<file path="src/rtl/div_issue_ctrl.sv">
// Request front-end and result buffer for the SRT divider: valid/ready intake,
// level-held divider start, held result register, local special cases and a watchdog.
module div_issue_ctrl #(
  parameter int unsigned TAG_W          = 4,
  parameter int unsigned TIMEOUT_CYCLES = 64
) (
  input  logic             div_clk,
  input  logic             resetn,
  input  logic             flush,
  input  logic             in_valid,
  output logic             in_ready,
  input  logic             in_signed,
  input  logic [31:0]      in_dividend,
  input  logic [31:0]      in_divisor,
  input  logic [TAG_W-1:0] in_tag,
  output logic             div_start,
  output logic             division_signed,
  output logic [31:0]      dividend,
  output logic [31:0]      divisor,
  input  logic             division_complete,
  input  logic [31:0]      quotient,
  input  logic [31:0]      remainder,
  output logic             out_valid,
  input  logic             out_ready,
  output logic [31:0]      out_quotient,
  output logic [31:0]      out_remainder,
  output logic [TAG_W-1:0] out_tag,
  output logic             out_dz,
  output logic             out_timeout
);

  localparam int unsigned DATA_W = 32;
  localparam int unsigned WD_W   = 8;

  typedef enum logic [1:0] {S_IDLE, S_BUSY, S_RESP} state_t;

  state_t              r_state;
  state_t              w_next;
  logic                w_in_ready;
  logic                w_accept;
  logic                w_dz;
  logic                w_ovf;
  logic                w_special;
  logic                w_wd_expire;
  logic [WD_W-1:0]     r_wd;
  logic [TAG_W-1:0]    r_tag;
  logic                r_div_start;
  logic                r_div_signed;
  logic [DATA_W-1:0]   r_dividend;
  logic [DATA_W-1:0]   r_divisor;
  logic                r_out_valid;
  logic [DATA_W-1:0]   r_out_q;
  logic [DATA_W-1:0]   r_out_r;
  logic [TAG_W-1:0]    r_out_tag;
  logic                r_out_dz;
  logic                r_out_timeout;

  // Requests resolved without the divider: divide-by-zero and signed overflow.
  assign w_dz        = (in_divisor == '0);
  assign w_ovf       = in_signed && (in_dividend == 32'h8000_0000) && (in_divisor == 32'hFFFF_FFFF);
  assign w_special   = w_dz || w_ovf;
  assign w_wd_expire = (r_wd == WD_W'(TIMEOUT_CYCLES - 1));

  always_ff @(posedge div_clk) begin
    if (!resetn) r_state <= S_IDLE;
    else         r_state <= w_next;
  end

  always_comb begin
    w_next     = r_state;
    w_in_ready = !flush && ((r_state == S_IDLE) || ((r_state == S_RESP) && out_ready));
    w_accept   = in_valid && w_in_ready;
    if (flush) begin
      w_next = S_IDLE;
    end else begin
      case (r_state)
        S_IDLE: if (w_accept) w_next = w_special ? S_RESP : S_BUSY;
        S_BUSY: if (division_complete || w_wd_expire) w_next = S_RESP;
        S_RESP: begin
          if (out_ready) begin
            if (w_accept) w_next = w_special ? S_RESP : S_BUSY;
            else          w_next = S_IDLE;
          end
        end
        default: w_next = S_IDLE;
      endcase
    end
  end

  // Datapath, handshake outputs and watchdog; div_start/out_valid follow the next state.
  always_ff @(posedge div_clk) begin
    if (!resetn) begin
      r_wd          <= '0;
      r_tag         <= '0;
      r_div_start   <= 1'b0;
      r_div_signed  <= 1'b0;
      r_dividend    <= '0;
      r_divisor     <= '0;
      r_out_valid   <= 1'b0;
      r_out_q       <= '0;
      r_out_r       <= '0;
      r_out_tag     <= '0;
      r_out_dz      <= 1'b0;
      r_out_timeout <= 1'b0;
    end else begin
      r_div_start <= (w_next == S_BUSY);
      r_out_valid <= (w_next == S_RESP);
      if (r_state == S_BUSY) r_wd <= r_wd + WD_W'(1);
      else                   r_wd <= '0;

      if (w_accept) begin
        r_div_signed <= in_signed;
        r_dividend   <= in_dividend;
        r_divisor    <= in_divisor;
        r_tag        <= in_tag;
        if (w_special) begin
          r_out_q       <= w_dz ? 32'hFFFF_FFFF : 32'h8000_0000;
          r_out_r       <= w_dz ? in_dividend : 32'h0;
          r_out_tag     <= in_tag;
          r_out_dz      <= w_dz;
          r_out_timeout <= 1'b0;
        end
      end else if ((r_state == S_BUSY) && !flush) begin
        // A completion in the expiry cycle wins over the watchdog.
        if (division_complete) begin
          r_out_q       <= quotient;
          r_out_r       <= remainder;
          r_out_tag     <= r_tag;
          r_out_dz      <= 1'b0;
          r_out_timeout <= 1'b0;
        end else if (w_wd_expire) begin
          r_out_q       <= '0;
          r_out_r       <= '0;
          r_out_tag     <= r_tag;
          r_out_dz      <= 1'b0;
          r_out_timeout <= 1'b1;
        end
      end

      if (flush) begin
        r_out_dz      <= 1'b0;
        r_out_timeout <= 1'b0;
      end
    end
  end

  assign in_ready        = w_in_ready;
  assign div_start       = r_div_start;
  assign division_signed = r_div_signed;
  assign dividend        = r_dividend;
  assign divisor         = r_divisor;
  assign out_valid       = r_out_valid;
  assign out_quotient    = r_out_q;
  assign out_remainder   = r_out_r;
  assign out_tag         = r_out_tag;
  assign out_dz          = r_out_dz;
  assign out_timeout     = r_out_timeout;

endmodule

</file>
<file path="config.mk">
export PLATFORM = sky130hd
export DESIGN_NAME = div_issue_ctrl
export DESIGN_NICKNAME = d
export VERILOG_FILES = /design/src/rtl/div_issue_ctrl.sv
export SDC_FILE = /design/constraint.sdc
export NUM_CORES = 1
export LEC_CHECK = 0
export ABC_AREA = 1
export CAP_MARGIN = 40
export CORE_MARGIN = 1
export CORE_UTILIZATION = 45
export DETAILED_ROUTE_END_ITERATION = 16
export HOLD_SLACK_MARGIN = 0.15
export PLACE_DENSITY = 0.93
export SETUP_SLACK_MARGIN = 0.05
export SLEW_MARGIN = 20
export SYNTH_ARGS = -nofsm -noshare
export SYNTH_HDL_FRONTEND = slang
export SYNTH_SLANG_ARGS = --single-unit
export TNS_END_PERCENT = 20
</file>
<file path="constraint.sdc">
create_clock -name div_clk -period 5.51 [get_ports div_clk]
set_clock_uncertainty 0.15 [all_clocks]
set_input_delay 1.102 -clock div_clk [delete_from_list [all_inputs] [get_ports div_clk]]
set_output_delay 1.102 -clock div_clk [all_outputs]
set_load 0.1 [all_outputs]
</file>
==> key figures, run 1 <==
Layout
  • Multi-input gate area in the final layout: 3180 µm²
  • Final cell count without fillers: 1512
  • Storage cell area: 3020 µm²
  • Number of filler cells placed in the layout: 613
  • Number of nets in the final layout: 1454
  • Layout-stage area growth over the synthesis result: 91.3%
  • Share of post-route cells with drive strength above 1: 14.5%

Power
  • Pwr Density: 250 nW/µm²
  • LEAKAGE: 5.21 nW
  • Peak supply drop: 0.214 mV

STA
  • Measured slew at the worst slew-check pin: 0.796 ns
  • Max-slew violation total from the final report: 0
  • Post-Route Setup TNS: 0 ns
  • Unrepaired setup endpoints after global routing: no
  • Post-layout worst setup margin: 1.56 ns
  • Finish-stage setup viols: 0
  • Number of hold violations in the final report: 0
  • Final worst path period need: 3.95 ns
  • Crit share post-route: 71.7%
  • Max transition margin: 46.8%
  • Achievable clock frequency: 253 MHz

Floorplanning
  • Total core area: 14500 µm²
  • Total number of placement rows: 44
  • Initial Util: 45.9%
  • Total die area: 15200 µm²
  • Number of top-level pins: 277
  • Horizontal die dimension: 123 µm
  • Die Span Y: 123 µm

Clock tree
  • Maximum level of the CTS H-tree: 4
  • Number of setup buffers added after CTS: 0
  • CTS Sinks: 151
  • Clock buffer depth: 2
  • CTS Hold Buffers Added: 0
  • # resized after CTS: 0
  • Clock edge transition at the registers on the reported setup and hold paths: 0.06 ns
  • Clock latency on the worst-skew pair: 0.42 ns
  • Clock Tree Root: clkbuf_16
  • Inserted Clock Buffers: 17
  • TritonCTS clock tree: built

Worst hold path
  • Path class of the lowest-slack min-delay path: reg2reg

Worst setup path
  • Slowest cell on the critical path: nand2_2
  • Cell repeated most along the worst path: nor2_1
  • Critical path buffers and inverters: 2
  • Critical path type: in2reg
  • Largest incremental delay on the critical path: 0.58 ns
  • Slack of the worst reg-to-reg path: 2.48 ns
  • Critical path launch point type: input port
  • CP top delay family: simple AND/OR/NAND/NOR gates
  • Critical path, cell by cell: clkdlybuf4s50_1, nor2_1, nand2_1, nor2_1, nand2_1, nor2_1, nand2_1, nand2_1, nand2_4, nand2_2, inv_2, nor2_1, nor2_1
  • Critical Path Sink Type: flop
  • Data required time at the worst endpoint: 5.67 ns
  • Highest net fanout along the worst path: 41
  • Data arrival time of the critical path: 4.11 ns

Global route
  • Overall fraction of global-route tracks in use: 41.2%
  • Residual overflow from global routing: 0
  • Antenna violations before repair: 3
  • Maximum number of pins on one net before global-route repair: 85
  • Global-route wire length before repair: 47000 µm
  • Via count of the first global-routing pass: 9007

Drt
  • Total number of vias: 8831
  • Ratio of routed vias to standard cells: 5.84
  • Remaining antenna violation count after routing: 0
  • WL/cell: 20.8 µm
  • WL final: 31400 µm
  • Number of design rule violations left after detail routing: 0
  • Count of routing violations after the opening detailed-route iteration: 966
  • Pre-antenna DRT Iters: 7

Placed design
  • Final HPWL DP: 21600 µm
  • Count of buffers from port buffering: 276
  • Setup WS pre-CTS: 1.24 ns
  • Routability congestion estimate: 0.885
  • Placed insts: 1478

Synth
  • Number of warnings issued by yosys: 0
  • Cell Area, Synth: 6640 µm²
  • Syn_area_per_cell: 7.05 µm²
  • Post-Synthesis Cells: 942
  • Unique masters post-synth: 31
  • Post-synth net total: 1082
  • Total of flip-flops plus latches after synthesis: 151
  • Register area share after synthesis: 45.5%

Flow run
  • Total of max-cap violations: 0

Run status
  • Outcome: complete, no violations
[report_power, final]
part | switching [mW] | internal [mW]
Clock | 0.453 | 0.917
Combinational | 0.397 | 0.272
Sequential | 0.0208 | 1.12
Total | 0.870 | 2.31
[registers in the layout (all words and copies together) (netlist names)]
name	count
divisor	32
out_dz	1
out_valid	1
out_remainder	32
r_tag	4
div_start	1
out_timeout	1
r_state	2
r_wd	8
dividend	32
out_quotient	32
division_signed	1
out_tag	4
[path summary, 6_finish.rpt]
path,startpoint,end,cells after the start
setup / recovery,in_dividend[26],out_remainder[26],13
setup reg to reg,r_state[1],out_remainder[26],10
hold reg to reg,r_wd[0],r_wd[0],1
hold / removal,r_wd[0],r_wd[0],1
[stage by stage]
step	instance area (µm²)	hold WS, ns	utilization, %	total power [mW]
after CTS	12700	0.308	87.5	3.17
after detailed placement	12000	0.297	82.8	1.81
after global placement	9340	0.280	64.5	1.67
after floorplan	6640	0.268	-	1.48
final	12700	0.304	87.8	3.18
after global routing	12700	0.329	87.8	3.26
[cell usage after synthesis, drive strengths merged]
cell	count	area (µm²)
nor2	135	517
nand2	264	1010
clkbuf	29	109
nand3b	33	248
dfxtp	151	3020
o21a	1	7.51
o21ai	37	185
mux2i	3	30.0
inv	23	86.3
or2	2	12.5
nor3	3	26.3
ha	1	12.5
o21bai	1	18.8
nand4	9	56.3
a21boi	1	7.51
nand3	101	510
nor3b	1	7.51
a21oi	105	526
buf	41	239
xnor2	1	8.76
[logic make-up after synthesis]
group	after synthesis	synth area share (%)
xor+xnor	1	0.132
flops	151	45.5
mux	3	0.452
buf+inv	93	6.54
compound gates	145	11.2
simple gates	548	36.0
fa+ha+maj	1	0.188
[layout make-up]
type	count	share of cell area (%)
well taps	184	1.81
multi-input cells	698	25.1
repair buffers	423	43.2
flip-flops and latches	151	23.8
clock inverters	8	1.71
diodes	2	0.0394
clock buffers	23	3.68
inverters	23	0.689
[placed cells by master, fill, tap and decap left out, types with 18 or more instances in the layout]
master	count
inv_1	18
buf_8	92
clkdlybuf4s50_1	274
nand2_1	260
a21oi_1	105
dfxtp_1	151
nand3b_1	33
buf_16	47
nand3_1	100
o21ai_0	32
nor2_1	133
[metal layers]
layer / GRT usage, % / wire [µm] / vias to the layer above / share of wire, %
li1: - / - / 3817 / -
met1: 41.9 / 10300 / 4069 / 33
met2: 70.7 / 15400 / 717 / 49
met3: 10.7 / 2940 / 226 / 9.4
met4: 34.2 / 2670 / 2 / 8.5
met5: 0 / 13 / - / 0.041
Power figures use the tool's default switching activity.
==> run 2, diff against run 1 <==
- CORE_UTILIZATION: 45 -> 43
- PLACE_DENSITY: 0.93 -> 0.9
- clock period: 5.51 -> 3.7 ns (I/O delays scaled with it)
==> key figures, run 2 (synthesized netlist as in run 1, its figures left out) <==
Run status
  • Outcome: complete, no violations

Global route
  • Residual overflow from global routing: 0
  • Via count of the first global-routing pass: 8601
  • Global-route wire length before repair: 43900 µm
  • Antenna violations before repair: 1
  • Overall fraction of global-route tracks in use: 35.6%
  • Maximum number of pins on one net before global-route repair: 73

STA
  • Worst hold margin: 0.311 ns
  • Final worst path period need: 2.86 ns
  • Achievable clock frequency: 350 MHz
  • Finish-stage setup viols: 0
  • Max-slew violation total from the final report: 0
  • Unrepaired setup endpoints after global routing: no
  • Max transition margin: 50.2%
  • Measured slew at the worst slew-check pin: 0.747 ns
  • Post-Route Setup TNS: 0 ns
  • Number of hold violations in the final report: 0
  • Crit share post-route: 77.2%

Clock tree
  • Inserted Clock Buffers: 17
  • Clock Tree Root: clkbuf_16
  • # resized after CTS: 0
  • CTS Hold Buffers Added: 0
  • Maximum level of the CTS H-tree: 4
  • Number of setup buffers added after CTS: 0
  • CTS Sinks: 151
  • Clock buffer depth: 2
  • TritonCTS clock tree: built
  • Clock edge transition at the registers on the reported setup and hold paths: 0.06 ns
  • Clock latency on the worst-skew pair: 0.42 ns

Worst setup path
  • R2R Path Start: r_wd[0]
  • R2R depth: 12
  • End of the worst register-to-register path: out_quotient[1]
  • Data arrival time of the critical path: 3.01 ns
  • Critical Path Sink Type: flop
  • Critical path launch point type: input port
  • Slack of the worst reg-to-reg path: 1.19 ns
  • Critical path type: in2reg
  • Highest net fanout along the worst path: 68
  • Data required time at the worst endpoint: 3.86 ns

Drt
  • WL final: 28200 µm
  • Total number of vias: 8412
  • WL/cell: 18.6 µm
  • Remaining antenna violation count after routing: 0
  • Number of design rule violations left after detail routing: 0
  • Count of routing violations after the opening detailed-route iteration: 585
  • Pre-antenna DRT Iters: 5
  • Ratio of routed vias to standard cells: 5.56

Worst hold path
  • Beginning of the worst hold path: r_wd[0]
  • Worst hold stages: 1
  • Path class of the lowest-slack min-delay path: reg2reg
  • Hold endpoint: r_wd[0]

Layout
  • Leading cell type in the layout, fill and taps excluded: clkdlybuf4s50_1
  • Number of nets in the final layout: 1453
  • Highest-count cells in the layout ignoring fill and taps: clkdlybuf4s50_1, nand2_1, dfxtp_1, nor2_1, a21oi_1
  • Share of post-route cells with drive strength above 1: 14.9%
  • Layout-stage area growth over the synthesis result: 87.5%
  • Number of antenna diodes: 0

Power
  • Internal Power: 3.01 mW
  • Peak supply drop: 0.291 mV
  • LEAKAGE: 5.10 nW
  • Combinational power share: 22.8%
  • Sequential fraction of design power: 39.5%
  • Switching power: 1.28 mW
  • Clock network fraction of design power: 37.7%
  • Pwr Density: 345 nW/µm²
  • Sw Share: 29.9%

Floorplanning
  • Total number of placement rows: 45
  • Die Span Y: 126 µm
  • Total core area: 15100 µm²
  • Number of top-level pins: 277
  • Horizontal die dimension: 126 µm
  • Initial Util: 43.8%
  • Total die area: 15900 µm²

Placed design
  • Count of buffers from port buffering: 276
  • Final HPWL DP: 20600 µm
  • Routability congestion estimate: 0.886

Flow run
  • Total of max-cap violations: 0
run 2: changes by cell type in the layout (fill, tap and decap cells not counted), sizes merged, moves of 2 or more:
| cell | change |
|---|---|
| clkbuf | -4 |
| diode | -2 |
| bufinv | -6 |
| clkinvlp | +4 |
| clkinv | +5 |
| buf | +2 |
| clkdlybuf4s50 | -3 |
run 2: area by class of cell:
cell class | count | area (µm²)
multi-input cells | 698 | 3180
clock buffers | 19 | 443
flip-flops and latches | 151 | 3020
fillers | 792 | 2690
clock inverters | 12 | 105
repair buffers | 422 | 5380
inverters | 23 | 87.6
well taps | 188 | 235
run 2: how the worst max path moves through the flow:
stage | start | endpoint | slack, ns | depth (start not counted)
global placement | in_divisor[30] | out_dz | 0.55 | 13
CTS | in_divisor[30] | out_remainder[23] | 0.89 | 14
global route | in_dividend[7] | out_remainder[22] | 0.71 | 13
floorplan | out_ready | out_quotient[10] | 1.03 | 9
finish | in_divisor[30] | out_remainder[23] | 0.84 | 14
detailed placement | in_divisor[27] | out_remainder[23] | 0.47 | 14
run 2: metal layers:
layer | vias up | global-route usage (%) | share of wire, %
met5 | - | 0 | 0
li1 | 3827 | - | -
met2 | 492 | 61.5 | 49
met4 | 0 | 28.5 | 7.7
met1 | 3931 | 37.1 | 36
met3 | 162 | 8.58 | 7.0
run 2: power by group through the flow:
stage	Combinational, mW	Clock, mW	Sequential, mW
after floorplan	0.185	0	2.02
after global placement	0.771	0	1.73
after detailed placement	0.967	0	1.73
after CTS	0.974	1.63	1.70
after global routing	1.02	1.72	1.70
final	0.978	1.62	1.70
run 2: per-stage QoR:
stage	setup WS [ns]	utilization [%]	instances	area, µm²	power, mW
4_1_cts	0.894	82.2	1513	12500	4.30
3_3_place_gp	0.548	62.0	1348	9390	2.50
5_1_grt	0.708	82.2	1513	12500	4.43
6_report	0.843	82.2	1513	12500	4.29
2_1_floorplan	1.03	-	942	6640	2.21
3_5_place_dp	0.469	78.6	1482	11900	2.70
run 2: critical path, cell delays in order:
cell and delay (ns):
clkdlybuf4s50_1 0.42, inv_1 0.16, nor2_1 0.07, nand2_1 0.06
nor2_1 0.04, nand3_1 0.11, nor2_1 0.05, nand2_1 0.12
nand2_1 0.13, nand2_4 0.09, buf_4 0.59, nand3b_1 0.22
nand2_1 0.12, nor2_1 0.05
